### src/rtl/indirect_csr_arbiter.sv
// indirect_csr_arbiter: round-robin arbiter funnelling NUM_REQ four-phase CSR requesters onto one
// four-phase CSR target. Define INDIRECT_CSR_ARB_TIMEOUT_EN to compile in the target-ack timeout.
module indirect_csr_arbiter #(
  parameter int NUM_REQ        = 2,
  parameter int CMD_W          = 16,
  parameter int AW             = 19,
  parameter int DW             = 64,
  parameter int TIMEOUT_CYCLES = 1024
) (
  input  logic                 i_csr_clk,
  input  logic                 i_csr_rst,
  input  logic [NUM_REQ*CMD_W-1:0] i_req_cmd,
  input  logic [NUM_REQ*AW-1:0]    i_req_addr,
  input  logic [NUM_REQ*DW-1:0]    i_req_writedata,
  output logic [DW-1:0]        o_req_readdata,
  output logic [NUM_REQ-1:0]   o_req_ack,
  output logic [1:0]           o_req_rresp,
  output logic [1:0]           o_req_bresp,
  output logic [CMD_W-1:0]     o_csr_cmd,
  output logic [AW-1:0]        o_csr_addr,
  output logic [DW-1:0]        o_csr_writedata,
  input  logic [DW-1:0]        i_csr_readdata,
  input  logic                 i_csr_ack,
  input  logic [1:0]           i_csr_rresp,
  input  logic [1:0]           i_csr_bresp
);

  // state    | meaning
  // IDLE     | no transaction; arbitrate pending requesters and latch the winner
  // ISSUE    | one cycle: drive the target, or answer an illegal command locally
  // WAIT_ACK | target command held until i_csr_ack (or timeout when compiled in)
  // RESP     | requester ack held until its cmd and the target ack have both dropped

  localparam int GW = (NUM_REQ > 1) ? $clog2(NUM_REQ) : 1;
  localparam logic [1:0] CMD_NOOP    = 2'd0;
  localparam logic [1:0] CMD_READ    = 2'd1;
  localparam logic [1:0] CMD_ILLEGAL = 2'd3;
  localparam logic [1:0] RESP_ERR    = 2'b10;
  localparam logic [NUM_REQ-1:0] ACK_ONE = NUM_REQ'(1);

  if (NUM_REQ < 2 || NUM_REQ > 4 || TIMEOUT_CYCLES < 1) begin : g_bad_param
    $error("indirect_csr_arbiter: NUM_REQ must be 2..4 and TIMEOUT_CYCLES at least 1");
  end

  typedef enum logic [1:0] {IDLE, ISSUE, WAIT_ACK, RESP} state_t;

  state_t           state;
  logic [GW-1:0]    last_grant;
  logic [GW-1:0]    grant;
  logic [CMD_W-1:0] lat_cmd;
  logic [AW-1:0]    lat_addr;
  logic [DW-1:0]    lat_wdata;

`ifdef INDIRECT_CSR_ARB_TIMEOUT_EN
  localparam int TW = $clog2(TIMEOUT_CYCLES + 1);
  logic [TW-1:0] tmo_cnt;
`endif

  logic [NUM_REQ-1:0] pending;
  logic [GW-1:0]      rr_pick;
  logic [GW-1:0]      cand;
  logic [1:0]         grant_code;

  // Scan from the slot after last_grant; the nearest pending requester wins, last_grant itself last.
  always_comb begin
    pending = '0;
    cand    = '0;
    for (int i = 0; i < NUM_REQ; i++)
      pending[i] = (i_req_cmd[i*CMD_W +: 2] != CMD_NOOP);
    rr_pick = last_grant;
    for (int k = NUM_REQ; k >= 1; k--) begin
      cand = GW'((int'(last_grant) + k) % NUM_REQ);
      if (pending[cand]) rr_pick = cand;
    end
    grant_code = i_req_cmd[int'(grant)*CMD_W +: 2];
  end

  always_ff @(posedge i_csr_clk) begin
    if (i_csr_rst) begin
      state           <= IDLE;
      last_grant      <= GW'(NUM_REQ - 1);
      grant           <= '0;
      lat_cmd         <= '0;
      lat_addr        <= '0;
      lat_wdata       <= '0;
      o_req_ack       <= '0;
      o_req_readdata  <= '0;
      o_req_rresp     <= '0;
      o_req_bresp     <= '0;
      o_csr_cmd       <= '0;
      o_csr_addr      <= '0;
      o_csr_writedata <= '0;
`ifdef INDIRECT_CSR_ARB_TIMEOUT_EN
      tmo_cnt         <= '0;
`endif
    end else begin
      case (state)
        IDLE: begin
          if (|pending) begin
            grant     <= rr_pick;
            lat_cmd   <= i_req_cmd[int'(rr_pick)*CMD_W +: CMD_W];
            lat_addr  <= i_req_addr[int'(rr_pick)*AW +: AW];
            lat_wdata <= i_req_writedata[int'(rr_pick)*DW +: DW];
            state     <= ISSUE;
          end
        end

        ISSUE: begin
          if (lat_cmd[1:0] == CMD_ILLEGAL) begin
            o_req_readdata <= '0;
            o_req_rresp    <= RESP_ERR;
            o_req_bresp    <= RESP_ERR;
            o_req_ack      <= ACK_ONE << grant;
            state          <= RESP;
          end else begin
            o_csr_cmd       <= lat_cmd;
            o_csr_addr      <= lat_addr;
            o_csr_writedata <= lat_wdata;
`ifdef INDIRECT_CSR_ARB_TIMEOUT_EN
            tmo_cnt         <= '0;
`endif
            state           <= WAIT_ACK;
          end
        end

        WAIT_ACK: begin
          if (i_csr_ack) begin
            o_csr_cmd <= '0;
            o_req_ack <= ACK_ONE << grant;
            if (lat_cmd[1:0] == CMD_READ) begin
              o_req_readdata <= i_csr_readdata;
              o_req_rresp    <= i_csr_rresp;
              o_req_bresp    <= 2'b00;
            end else begin
              o_req_readdata <= '0;
              o_req_rresp    <= 2'b00;
              o_req_bresp    <= i_csr_bresp;
            end
            state <= RESP;
          end
`ifdef INDIRECT_CSR_ARB_TIMEOUT_EN
          else if (tmo_cnt == TW'(TIMEOUT_CYCLES - 1)) begin
            o_csr_cmd      <= '0;
            o_req_ack      <= ACK_ONE << grant;
            o_req_readdata <= '0;
            o_req_rresp    <= RESP_ERR;
            o_req_bresp    <= RESP_ERR;
            state          <= RESP;
          end else begin
            tmo_cnt <= tmo_cnt + 1'b1;
          end
`endif
        end

        // A late target ack after a timeout is simply waited out here.
        RESP: begin
          if (grant_code == CMD_NOOP && !i_csr_ack) begin
            o_req_ack  <= '0;
            last_grant <= grant;
            state      <= IDLE;
          end
        end

        default: state <= IDLE;
      endcase
    end
  end

endmodule
### config.mk
export PLATFORM = sky130hd
export DESIGN_NAME = indirect_csr_arbiter
export DESIGN_NICKNAME = d
export VERILOG_FILES = /design/src/rtl/indirect_csr_arbiter.sv
export SDC_FILE = /design/constraint.sdc
export NUM_CORES = 1
export LEC_CHECK = 0
export ABC_AREA = 0
export ABC_CLOCK_PERIOD_IN_PS = 5600
export CAP_MARGIN = 5
export CORE_MARGIN = 2
export CORE_UTILIZATION = 32
export DETAILED_ROUTE_END_ITERATION = 8
export PLACE_DENSITY = 0.61
export SLEW_MARGIN = 5
export SYNTH_ARGS = -nofsm -noshare
export SYNTH_HDL_FRONTEND = slang
export SYNTH_SLANG_ARGS = --single-unit
### constraint.sdc
create_clock -name i_csr_clk -period 5.6 [get_ports i_csr_clk]
set_clock_uncertainty 0.2 [all_clocks]
set_input_delay 0.84 -clock i_csr_clk [delete_from_list [all_inputs] [get_ports i_csr_clk]]
set_output_delay 0.84 -clock i_csr_clk [all_outputs]
set_load 0.005 [all_outputs]
After elaboration in Yosys (flattened, before gate mapping)
Cells that the tools add are included.
- bits of input ports: 269
- latch bits: 0
- register bits: 272
- memories: 0
- ROM bits: 0
- memory bits (writable): 0
- output and inout port bits: 169
- muxes and demuxes: 28
- $mul: 1
- $lt $le $gt $ge: 2
- bitwise gates (word level): 1
- shift-type cells: 5
- div/mod/pow operators: 0
- reduce and logical (&&, ||, !) cells: 16
- equal/unequal tests: 10
- add/sub/neg operators: 2
- operators by type and width (operator ; count):
    $mux 64 ; 3
    $pmux 64 s2 ; 1
    $shiftx 128x8->64 ; 1
    $shiftx 38x7->19 ; 1
    $mux 16 ; 2
    $pmux 16 s2 ; 1
    $shiftx 32x6->16 ; 1
    $shiftx 32x6->2 ; 1
    $mux 2 ; 10
    $ne 2x2->1 const B ; 5
    $reduce_and 3->1 ; 3
    $pmux 2 s2 ; 2
    $pmux 2 s4 ; 1
    $mux 1 ; 7
    $eq 2x2->1 const B ; 3
    $mul 1x5->6 const B ; 1
    $pmux 2 s3 ; 1
    $reduce_and 2->1 ; 3
    $reduce_bool 2->1 ; 3
    $eq 2x1->1 const B ; 2
    $logic_not 2->1 ; 2
    $lt 1x2->1 const B ; 2
    $reduce_and 4->1 ; 1
    $reduce_bool 3->1 ; 1
    other kinds (6) ; 7

Logic depth before layout (Yosys ltp)
- word-level depth: 7
- mapped depth: 8
- depth with buffers taken out: 6

Least setup slack after synthesis
No wires, ideal clock.
- kind: input to register
- start: in i_req_cmd[17]
- end: reg state[0]
- slack: 3.438 ns
- path buffers: 0
- data required time: 5.277 ns
- stages: 4
- arrival: 1.839 ns
- cell sequence: nor4b_2 -> nor3b_1 -> a211o_1 -> mux2_1
- cells in the longest elaborated chain, start to end: 5
- ends and longest elaborated chain (item ; RTL line ; RTL):
    start, declared ; 12 ; input logic [NUM_REQ*CMD_W-1:0] i_req_cmd,
    $shiftx 32x6->2 ; 75 ; grant_code = i_req_cmd[int'(grant)*CMD_W +: 2];
    $logic_not 2->1 ; 157 ; if (grant_code == CMD_NOOP && !i_csr_ack) begin
    $logic_and 1x1->1 ; 157 ;
    $ne 2x2->1 (no source line) ; - ;
    $reduce_and 3->1 (no source line) * ; - ;
    end signal, assigned ; 139 ; state <= RESP;
    end signal, assigned ; 160 ; state <= IDLE;
    end signal, assigned ; 164 ; default: state <= IDLE;
    end, declared ; 47 ; state_t state;
Every way passes the cells marked *; elsewhere a longest branch is shown, timed or not.
A chain may end at the register's enable or synchronous reset.

Worst setup path after layout
- start: reg state[0]
- end: reg o_req_readdata[60]
- cells in the longest elaborated chain, start to end: 3
- ends and longest elaborated chain (item ; RTL line ; RTL):
    start signal, assigned ; 80 ; state <= IDLE;
    start signal, assigned ; 104 ; state <= ISSUE;
    start signal, assigned ; 114 ; state <= RESP;
    $eq 2x1->1 / $eq 2x2->1 (equally long branches) ; 97 ; case (state)
    $ne 2x2->1 (no source line) / $reduce_bool 2->1 (equally long branches) ; - ;
    $reduce_and 3->1 (no source line) ; - ;
    end signal, assigned ; 131 ; o_req_readdata <= i_csr_readdata;
    end, declared ; 15 ; output logic [DW-1:0] o_req_readdata,
Several ways; a longest one is shown, not always the timed one.

==> results.md <==
* Outcome: finished clean
* CTS Hold Buffers Added at 0
* Post-cts gate resize count at 0
* Syn Area/Cell at 8.88 um2
* Critical hold path startpoint: lat_wdata[50]
* TritonCTS Buffers at 29
* DRC Markers at 0
* Hold path depth at 2
* Die height at 189 um
* Sequential area share after synthesis at 49.9%
* Max incr delay on CP at between 600 and 700 ps
* Relative slew slack at between 20% and 30%
* Tcrit/Tclk final at a little over half
* Drt total wl at 33.2 mm
* Fraction of registers with async set/reset at 0%
* VDD IR-drop max at 0.351 mV
* Starting Density at 32.5%
* Port Buffers at 437
* Post-synthesis instance area at 10900 um2
* Worst EP required at just under 6000 ps
* Reg2reg start: state[0]
* # setup viols final at 0
* Chip width at 189 um
* Fin cells at 2067
* CP Data Arrival Time at 3330 ps
* Worst-Margin Slew at 1090 ps
* Pin count of the biggest net entering global routing at 158
* Syn_nets at 1501
* First-pass GRT wire length at ~51 mm
* Count of cell types in the netlist at 40
* LEAKAGE at 6.13 nW
* Clock buffer depth at 3
* RSZ-0062 raised after global routing: no
* Dpl cells at 2016
* Vias in the first global route at 9259
* Root buffer cell: clkbuf_16
* Fin util at 48.7%
* Worst Hold End: o_csr_writedata[50]
* Type of the worst min-delay path: flip-flop to flip-flop
* Initial antenna violation count at 1
* CP startpoint kind: flip-flop
* RePlAce Congestion at 0.796
* Vias per cell at 4.72
* Initial drt markers at 354
* Top FF cell, synth: dfxtp_1
* Clock transition at path regs at 60 ps
* Area growth syn-to-layout at 49.6%
* Dpl cell area at 15400 um2
* NumNets Final at 1872
* Detailed Place HPWL at between 20 and 25 mm
* Post-route ant nets at 0
* EDFF count, synth at 0
* WL/cell at ~16 um
* Fmax at 325 MHz
* # diodes at 0
* Final hold viol count at 0
* PwrDens at 404 nW/um2
* Worst-path fanout max at 34
* Final min period at 3080 ps
* Post-route design area at ~16000 um2
* CTS tree: done
* Gr ovfl total at 0
* Clock net sink count at 272
* Rows at between 60 and 70
* R2R cell count at 8
* GRT Total Usage at between 15 and 20%
* Reg-to-reg setup timing slack at between 2000 and 3000 ps
* Register bit total from synthesis at 272
* Core area at 33500 um2
* CP most frequent cell: buf_4
* Postcts setup bufs at 0
* Critical path capture point type: flip-flop
* Die area at 35600 um2
* Reg2Reg Capture Point: o_req_readdata[60]
* Cell Chain, Critical Path: inv_1, ha_1, buf_4, mux2i_1, or2_2, buf_4, nand2_1, a21oi_1
* Via Count at 9754
* Setup_tns at 0 ps
* Crit Path Category: flip-flop to flip-flop
* Maxcap violations at 0
* H-tree depth at 1
* Synth Warn # at 0
* Later-pin clock latency in the skew report at ~540 ps
* Slowest CP cell: or2_2
* Layout cells sized above 1 at 4.88%
* Synth Instances at 1228
* Initial DRT Pass Iterations at 4
* IO Pins at 438
* Slew Limit Fails at 0
[routing by layer]
metal / GRT usage [%] / share of wire (%)
met3: 5.18 / 8.2
met5: 0 / 0.039
met1: 21.6 / 42
met4: 3.22 / 1.3
met2: 30.9 / 48
[cells in the final DEF (no fill, tap or decap), types with 2 or more instances in the layout]
master	synthesis	final
clkinv_2	0	2
buf_4	19	7
clkdlybuf4s50_1	0	436
nand2_1	237	236
mux2i_1	115	115
nand2b_1	3	3
clkbuf_16	0	29
nor2b_1	19	18
a211o_1	2	2
or3_1	2	2
ha_1	4	4
inv_1	4	4
a21oi_1	152	152
nor2_4	0	2
a211oi_1	82	82
nand3_1	65	65
buf_12	2	3
clkbuf_1	45	11
nor2_1	122	121
dfxtp_1	272	272
clkbuf_8	0	7
o21ai_0	4	4
a311oi_1	3	3
a211oi_2	18	18
[power breakdown]
group	total (mW)	leakage, nW	internal (mW)	switching [mW]
combinational	2.12	3.46	0.918	1.20
sequential	2.62	2.22	2.38	0.234
clock	1.85	0.443	1.09	0.760
total	6.58	6.13	4.39	2.20
[sequential cells by signal, indices dropped and copies added, names as in the netlist]
register,count
o_csr_cmd,16
o_req_ack,2
lat_addr,19
state,2
lat_cmd,16
o_req_readdata,64
lat_wdata,64
o_csr_addr,19
o_req_bresp,2
o_csr_writedata,64
grant,1
o_req_rresp,2
last_grant,1
[Yosys cell counts (2+ instances only)]
| master | number | area (um2) |
|---|---|---|
| nand3_1 | 65 | 325 |
| a211oi_2 | 18 | 225 |
| buf_6 | 5 | 56.3 |
| buf_12 | 2 | 40.0 |
| or3_1 | 2 | 12.5 |
| nand2_1 | 237 | 890 |
| nand2b_1 | 3 | 18.8 |
| inv_1 | 4 | 15.0 |
| a311oi_1 | 3 | 26.3 |
| o21ai_0 | 4 | 20.0 |
| buf_2 | 34 | 170 |
| a21oi_1 | 152 | 761 |
| dfxtp_1 | 272 | 5450 |
| nor2_1 | 122 | 458 |
| buf_4 | 19 | 143 |
| mux2i_1 | 115 | 1150 |
| a211o_1 | 2 | 17.5 |
| nor2b_1 | 19 | 119 |
| a211oi_1 | 82 | 616 |
| clkbuf_1 | 45 | 169 |
| ha_1 | 4 | 50.1 |
[how the worst max path moves through the flow]
stage	from	endpoint	slack (ps)	cells after the start
finish	state[0]	o_req_readdata[60]	2520	8
global route	state[0]	o_req_readdata[60]	2280	8
CTS	state[0]	o_req_readdata[60]	2510	8
detailed placement	i_csr_ack	o_req_readdata[60]	2090	6
global placement	i_csr_ack	o_req_readdata[35]	2170	6
floorplan	i_req_cmd[17]	state[0]	3440	4
[worst max-delay path: cells and delay by family (launching register included)]
kind            cells  cell delay, ps
fa+ha+maj           1             150
mux                 1             550
compound gates      1             160
flops               1             340
simple gates        2             740
buf+inv             3             830
[through the flow]
step | power (mW) | setup slack [ps] | hold WS [ps]
floorplan | 4.02 | 3440 | 232
global placement | 4.77 | 2170 | 236
detailed placement | 4.82 | 2090 | 243
CTS | 6.70 | 2510 | 250
global route | 7.03 | 2280 | 256
finish | 6.58 | 2520 | 245
[area by class of cell]
cell class	count	area (um2)
Fill cell	3253	17200
Tap cell	448	561
Timing Repair Buffer	447	4490
Clock inverter	4	47.5
Clock buffer	47	863
Inverter	4	15.0
Multi-Input combinational cell	845	4890
Sequential cell	272	5450
[cells by family (layout without fill, tap and decap cells)]
family                     Yosys count  in the layout  share of synthesized area (%)
adders and majority gates            4              4                          0.459
muxes                              116            116                           10.7
AOI/OAI and AO/OA                  267            267                           15.9
buffers and inverters              111            502                           5.61
and+or+nand+nor                    458            458                           17.5
DFF                                272            272                           49.9
Note: power is estimated with default switching activity, not from simulation.
